`src/rtl/inv_sub_bytes.sv`:
```
// Iterative AES InvSubBytes engine for the decrypt round.
//
// Accepts a 128-bit state on the input valid/ready handshake, replaces every byte with its
// FIPS-197 inverse S-box value, LANES bytes per clock, and offers the result on the output
// valid/ready handshake.
//
// Ports:
//   clk        system clock, rising edge
//   n_rst      synchronous active-low reset
//   in_valid   in_state is valid
//   in_ready   block accepts in_state this cycle
//   in_state   input state, byte i = in_state[8i+7:8i]
//   out_valid  out_state holds a complete result
//   out_ready  downstream takes out_state this cycle
//   out_state  transformed state, same byte mapping
//   busy       high while a transfer is in flight (RUN or DONE)

module inv_sub_bytes #(
    parameter int unsigned LANES = 4
) (
    input  logic         clk,
    input  logic         n_rst,
    input  logic         in_valid,
    output logic         in_ready,
    input  logic [127:0] in_state,
    output logic         out_valid,
    input  logic         out_ready,
    output logic [127:0] out_state,
    output logic         busy
);

    if ((LANES != 1) && (LANES != 2) && (LANES != 4) && (LANES != 8) && (LANES != 16)) begin
        : g_bad_lanes
        $error("inv_sub_bytes: LANES must be 1, 2, 4, 8 or 16");
    end

    localparam int unsigned STEPS = 16 / LANES;
    localparam int unsigned CW    = (STEPS > 1) ? $clog2(STEPS) : 1;
    localparam logic [CW-1:0] LAST_STEP = CW'(STEPS - 1);

    // Inverse S-box, one 128-bit row per high nibble; column 0 sits in the top byte.
    localparam logic [127:0] INV_SBOX_ROWS [16] = '{
        128'h52096ad53036a538bf40a39e81f3d7fb,
        128'h7ce339829b2fff87348e4344c4dee9cb,
        128'h547b9432a6c2233dee4c950b42fac34e,
        128'h082ea16628d924b2765ba2496d8bd125,
        128'h72f8f66486689816d4a45ccc5d65b692,
        128'h6c704850fdedb9da5e154657a78d9d84,
        128'h90d8ab008cbcd30af7e45805b8b34506,
        128'hd02c1e8fca3f0f02c1afbd0301138a6b,
        128'h3a9111414f67dcea97f2cfcef0b4e673,
        128'h96ac7422e7ad3585e2f937e81c75df6e,
        128'h47f11a711d29c5896fb7620eaa18be1b,
        128'hfc563e4bc6d279209adbc0fe78cd5af4,
        128'h1fdda8338807c731b11210592780ec5f,
        128'h60517fa919b54a0d2de57a9f93c99cef,
        128'ha0e03b4dae2af5b0c8ebbb3c83539961,
        128'h172b047eba77d626e169146355210c7d
    };

    function automatic logic [7:0] inv_sbox(input logic [7:0] b);
        logic [127:0] row;
        row = INV_SBOX_ROWS[b[7:4]];
        return row[{~b[3:0], 3'b000} +: 8];
    endfunction

    typedef enum logic [1:0] {
        StIdle,
        StRun,
        StDone
    } state_e;

    state_e        state_q, state_d;
    logic [CW-1:0] cnt_q, cnt_d;
    logic [127:0]  work_q, work_d;
    logic [127:0]  work_sub;
    logic [3:0]    base;
    logic [7:0]    sub_byte [LANES];

    // Index of the first byte handled this step.
    assign base = 4'(cnt_q * LANES);

    for (genvar g = 0; g < LANES; g++) begin : g_lane
        assign sub_byte[g] = inv_sbox(work_q[{base + 4'(g), 3'b000} +: 8]);
    end

    // Working register with the current group of bytes substituted.
    always_comb begin
        work_sub = work_q;
        for (int l = 0; l < int'(LANES); l++) begin
            work_sub[{base + 4'(l), 3'b000} +: 8] = sub_byte[l];
        end
    end

    always_comb begin
        state_d   = state_q;
        cnt_d     = cnt_q;
        work_d    = work_q;
        in_ready  = 1'b0;
        out_valid = 1'b0;
        unique case (state_q)
            StIdle: begin
                in_ready = 1'b1;
                if (in_valid) begin
                    work_d  = in_state;
                    cnt_d   = '0;
                    state_d = StRun;
                end
            end
            StRun: begin
                work_d = work_sub;
                if (cnt_q == LAST_STEP) begin
                    cnt_d   = '0;
                    state_d = StDone;
                end else begin
                    cnt_d = cnt_q + CW'(1);
                end
            end
            StDone: begin
                out_valid = 1'b1;
                // A new state may only enter in the cycle the result leaves.
                in_ready  = out_ready;
                if (out_ready) begin
                    if (in_valid) begin
                        work_d  = in_state;
                        cnt_d   = '0;
                        state_d = StRun;
                    end else begin
                        state_d = StIdle;
                    end
                end
            end
            default: begin
                state_d = StIdle;
                cnt_d   = '0;
            end
        endcase
    end

    always_ff @(posedge clk) begin
        if (!n_rst) begin
            state_q <= StIdle;
            cnt_q   <= '0;
            work_q  <= '0;
        end else begin
            state_q <= state_d;
            cnt_q   <= cnt_d;
            work_q  <= work_d;
        end
    end

    assign out_state = work_q;
    assign busy      = (state_q != StIdle);

endmodule

```
`config.mk`:
```
export PLATFORM = sky130hd
export DESIGN_NAME = inv_sub_bytes
export DESIGN_NICKNAME = d
export VERILOG_FILES = /design/src/rtl/inv_sub_bytes.sv
export SDC_FILE = /design/constraint.sdc
export NUM_CORES = 1
export LEC_CHECK = 0
export CAP_MARGIN = 20
export CELL_PAD_IN_SITES_DETAIL_PLACEMENT = 1
export CELL_PAD_IN_SITES_GLOBAL_PLACEMENT = 1
export CORE_AREA = 2 2 318 226
export DETAILED_ROUTE_END_ITERATION = 7
export DIE_AREA = 0 0 320 228
export PLACE_DENSITY = 0.67
export SYNTH_ARGS = -nofsm -noshare
export SYNTH_HDL_FRONTEND = slang
export SYNTH_SLANG_ARGS = --single-unit
```
`constraint.sdc`:
```
create_clock -name clk -period 5.5 [get_ports clk]
set_input_delay 0.55 -clock clk [delete_from_list [all_inputs] [get_ports clk]]
set_output_delay 0.55 -clock clk [all_outputs]
set_load 0.02 [all_outputs]
```
==> key figures <==
Outcome
  • Status: finished clean

Critical path
  • Cells along the critical path: mux4_2 > inv_1 > ha_1 > a21boi_1 > o21ai_0 > a221o_1 > a32oi_1 > a221oi_1 > nor2_1
  • Startpoint types: flip-flop
  • Worst-path fanout max: 33
  • Buf+Inv Stages, Crit Path: 1
  • Reg2reg start: cnt_q[1]$_SDFFE_PN0P_
  • Kind of critical path: reg -> reg
  • CP Capture Point: out_state[10]$_SDFFE_PN0P_
  • Worst Setup SP: cnt_q[1]$_SDFFE_PN0P_
  • Delay of the slowest critical-path stage: roughly 0.83 ns
  • CP max stage cell: mux4_2
  • Reg2reg end: out_state[10]$_SDFFE_PN0P_
  • Critical Path RT: 5.93 ns
  • R2R cell count: 9
  • CP delay by family, top: compound AO/OA/AOI/OAI gates
  • Worst setup EP type: flip-flop
  • Flop2flop setup slack: between 0.5 and 0.6 ns
  • WP depth: 9
  • Critical Path AT: approximately 5.4 ns

STA
  • Fin crit share: about nine tenths
  • Final setup viols: 0
  • Setup TNS: 0 ns
  • Clock Skew: around 0.021 ns
  • Rel. slew slack: approximately a fifth
  • FMAX: between 200 and 250 MHz
  • Min Tclk post-route: 4.98 ns
  • RSZ-0062 raised after global routing: false
  • Slew @ Worst Pin: between 1 and 1.5 ns
  • Fin. max-slew vios: 0
  • Final count of hold timing violations: 0

CTS
  • CTS Sinks: approximately 130
  • Root Driver: clkbuf_16
  • Hold Buf Count CTS: 0
  • Post-CTS sizing: 0
  • CTS Buffer Depth: 2
  • H-tree depth: 4
  • TritonCTS buffer count: 17
  • CTS tree: yes
  • Clock latency on the worst-skew pair: 0.51 ns
  • Register clock-pin slew on the reported worst setup and hold paths: about 0.080 ns
  • Post-CTS setup buffer count: 0

Synthesis
  • Cell count after synthesis: 3003
  • Synthesized Nets: ~3.2k
  • Synthesized cell area: ~0.021 mm^2
  • Post-synth EDFFs: 0
  • Post-synthesis sequential area ratio: between 10% and 20%
  • Synth Register Bits: 132
  • Syn Area/Cell: around 7 um^2
  • Async SR Flop Fraction: 0%
  • Netlist cell types: 89
  • Ys Warns: 0
  • Ys flop type: dfxtp_1

Floorplanning
  • Die W: roughly 320 um
  • Die Y: approximately 230 um
  • Row cnt: 82
  • Total I/O pin count: between 200 and 300
  • Core region area: 0.0704 mm^2
  • Initial Utilization: slightly below 30%
  • DIE AREA: around 0.073 mm^2

Cells and area
  • Layout cell share with drive strength beyond 1: approximately a tenth
  • Area grow syn2layout: 20.4%
  • Layout Nets: ~3.3k
  • Commonest non-fill, non-tap cell in the layout: o21ai_0
  • ANT cells: 0
  • Design Area, Final: roughly 0.025 mm^2
  • Most frequent cells in the layout: 280 x o21ai_0, 261 x clkdlybuf4s50_1, 252 x nor2_1

Run
  • Max-Cap Viols: 0

Route
  • 1st-pass router iterations: 6
  • Routed vias/inst: 7.19
  • Wire length per cell: 34.3 um
  • WL final: about 140000 um
  • Initial DRC count: 4961
  • Drt drc: 0
  • Vias: 29.0k
  • DRT antenna net count: 0

Hold path
  • HP Class: reg -> reg

Global route
  • Gr usage total: around 36%
  • Total grt overflow: 0
  • Largest net degree at the start of global routing: 83
  • Vias in the first global route: 27.3k
  • First-pass GRT wire length: roughly 200000 um
  • Initial antenna violation count: 8

Placement
  • Hpwl dp: 99700 um
  • PortBufs: between 200 and 300
  • DP Area: roughly 0.024 mm^2
  • Placer congestion estimate: roughly 1.1

Pwr
  • VDD IR max: 0.268 mV
  • Logic pwr share: ~72%
  • Power Density: approximately 370 mW/mm^2
  • P_int: 3.93 mW
  • Leakage: 8.37 nW
  • P_sw: around 5.3 mW
  • Sw Ratio: 57.4%
  • Clock power frac: between 10 and 15%
  • Part of the power in registers: between 10% and 20%
==> logic make-up (layout without fill, tap and decap cells) <==
family | Yosys count | in the layout | synth area share [%]
AO/OA/AOI/OAI | 1313 | 1313 | 43.6
AND/OR/NAND/NOR | 941 | 941 | 21.9
buffers and inverters | 402 | 505 | 8.56
multiplexers | 132 | 132 | 8.36
flip-flops | 132 | 132 | 12.7
adder cells (fa/ha/maj) | 71 | 71 | 4.27
XOR/XNOR | 12 | 12 | 0.541
==> per-layer routing <==
| layer | track usage (%) | up-vias | part of all wire (%) |
|---|---|---|---|
| met1 | 54.0 | 14200 | 44 |
| met4 | 12.4 | 8 | 4.1 |
| met5 | 0 | - | 0.043 |
| met3 | 12.3 | 393 | 14 |
| met2 | 47.5 | 2465 | 37 |
| li1 | - | 11900 | - |
==> synth_stat cells (47+ instances only) <==
cell      instances  area, um^2
o21ai_0         280        1400
nor2_1          255         957
a21oi_1         250        1250
nand2_1         227         852
clkbuf_1        193         724
dfxtp_1         132        2640
a221oi_1        125        1090
buf_2           113         566
nand2b_1         97         607
nand3_1          87         435
a31oi_1          85         532
o211ai_1         72         541
ha_1             71         888
mux2i_1          71         711
nor3_1           58         290
a311oi_1         49         429
a211oi_1         47         353
==> worst reg2reg max path, cell delays in order (launching register included) <==
cell and delay, ns:
dfxtp_4 0.82, mux4_2 0.86, inv_1 0.37, ha_1 0.45
a21boi_1 0.67, o21ai_0 0.32, a221o_1 0.45, a32oi_1 0.63
a221oi_1 0.17, nor2_1 0.16
==> flip-flops by register name (all words and copies together) (netlist names) <==
signal	cells
state_q	2
cnt_q	2
out_state	128
==> through the flow <==
stage | hold WS, ns | utilization (%) | cells | total power [mW] | setup WS, ns
2_1_floorplan | 0.592 | - | 3003 | 4.98 | 1.45
3_3_place_gp | 0.533 | 34.7 | 3997 | 7.58 | 0.742
3_5_place_dp | 0.521 | 34.7 | 3998 | 7.49 | 0.704
4_1_cts | 0.543 | 35.6 | 4030 | 8.84 | 0.674
5_1_grt | 0.582 | 35.6 | 4030 | 9.47 | 0.353
6_report | 0.551 | 35.6 | 4030 | 9.22 | 0.520
==> worst min path at each step <==
| stage | end | slack (ns) | startpoint | cells after the start |
|---|---|---|---|---|
| floorplan | out_state[37]$_SDFFE_PN0P_ | 0.59 | out_state[37]$_SDFFE_PN0P_ | 2 |
| global placement | out_state[5]$_SDFFE_PN0P_ | 0.53 | out_state[5]$_SDFFE_PN0P_ | 2 |
| detailed placement | out_state[5]$_SDFFE_PN0P_ | 0.52 | out_state[5]$_SDFFE_PN0P_ | 2 |
| CTS | out_state[5]$_SDFFE_PN0P_ | 0.54 | out_state[5]$_SDFFE_PN0P_ | 2 |
| global route | out_state[37]$_SDFFE_PN0P_ | 0.58 | out_state[37]$_SDFFE_PN0P_ | 2 |
| finish | out_state[5]$_SDFFE_PN0P_ | 0.55 | out_state[5]$_SDFFE_PN0P_ | 2 |
==> power by group through the flow <==
stage               Combinational [mW]  Clock, mW  Sequential (mW)
floorplan                         3.66          0             1.31
global placement                  6.33          0             1.25
detailed placement                6.24          0             1.25
CTS                               6.27       1.34             1.23
global route                      6.84       1.38             1.25
finish                            6.64       1.34             1.24
==> final cells by class <==
type,count,area (um^2)
clock buffers,20,467
clock inverters,12,165
fillers,8733,45300
inverters,46,173
multi-input cells,2469,16500
flip-flops and latches,132,2650
well taps,924,1160
repair buffers,427,3940
Note: power is estimated with default switching activity, not from simulation.
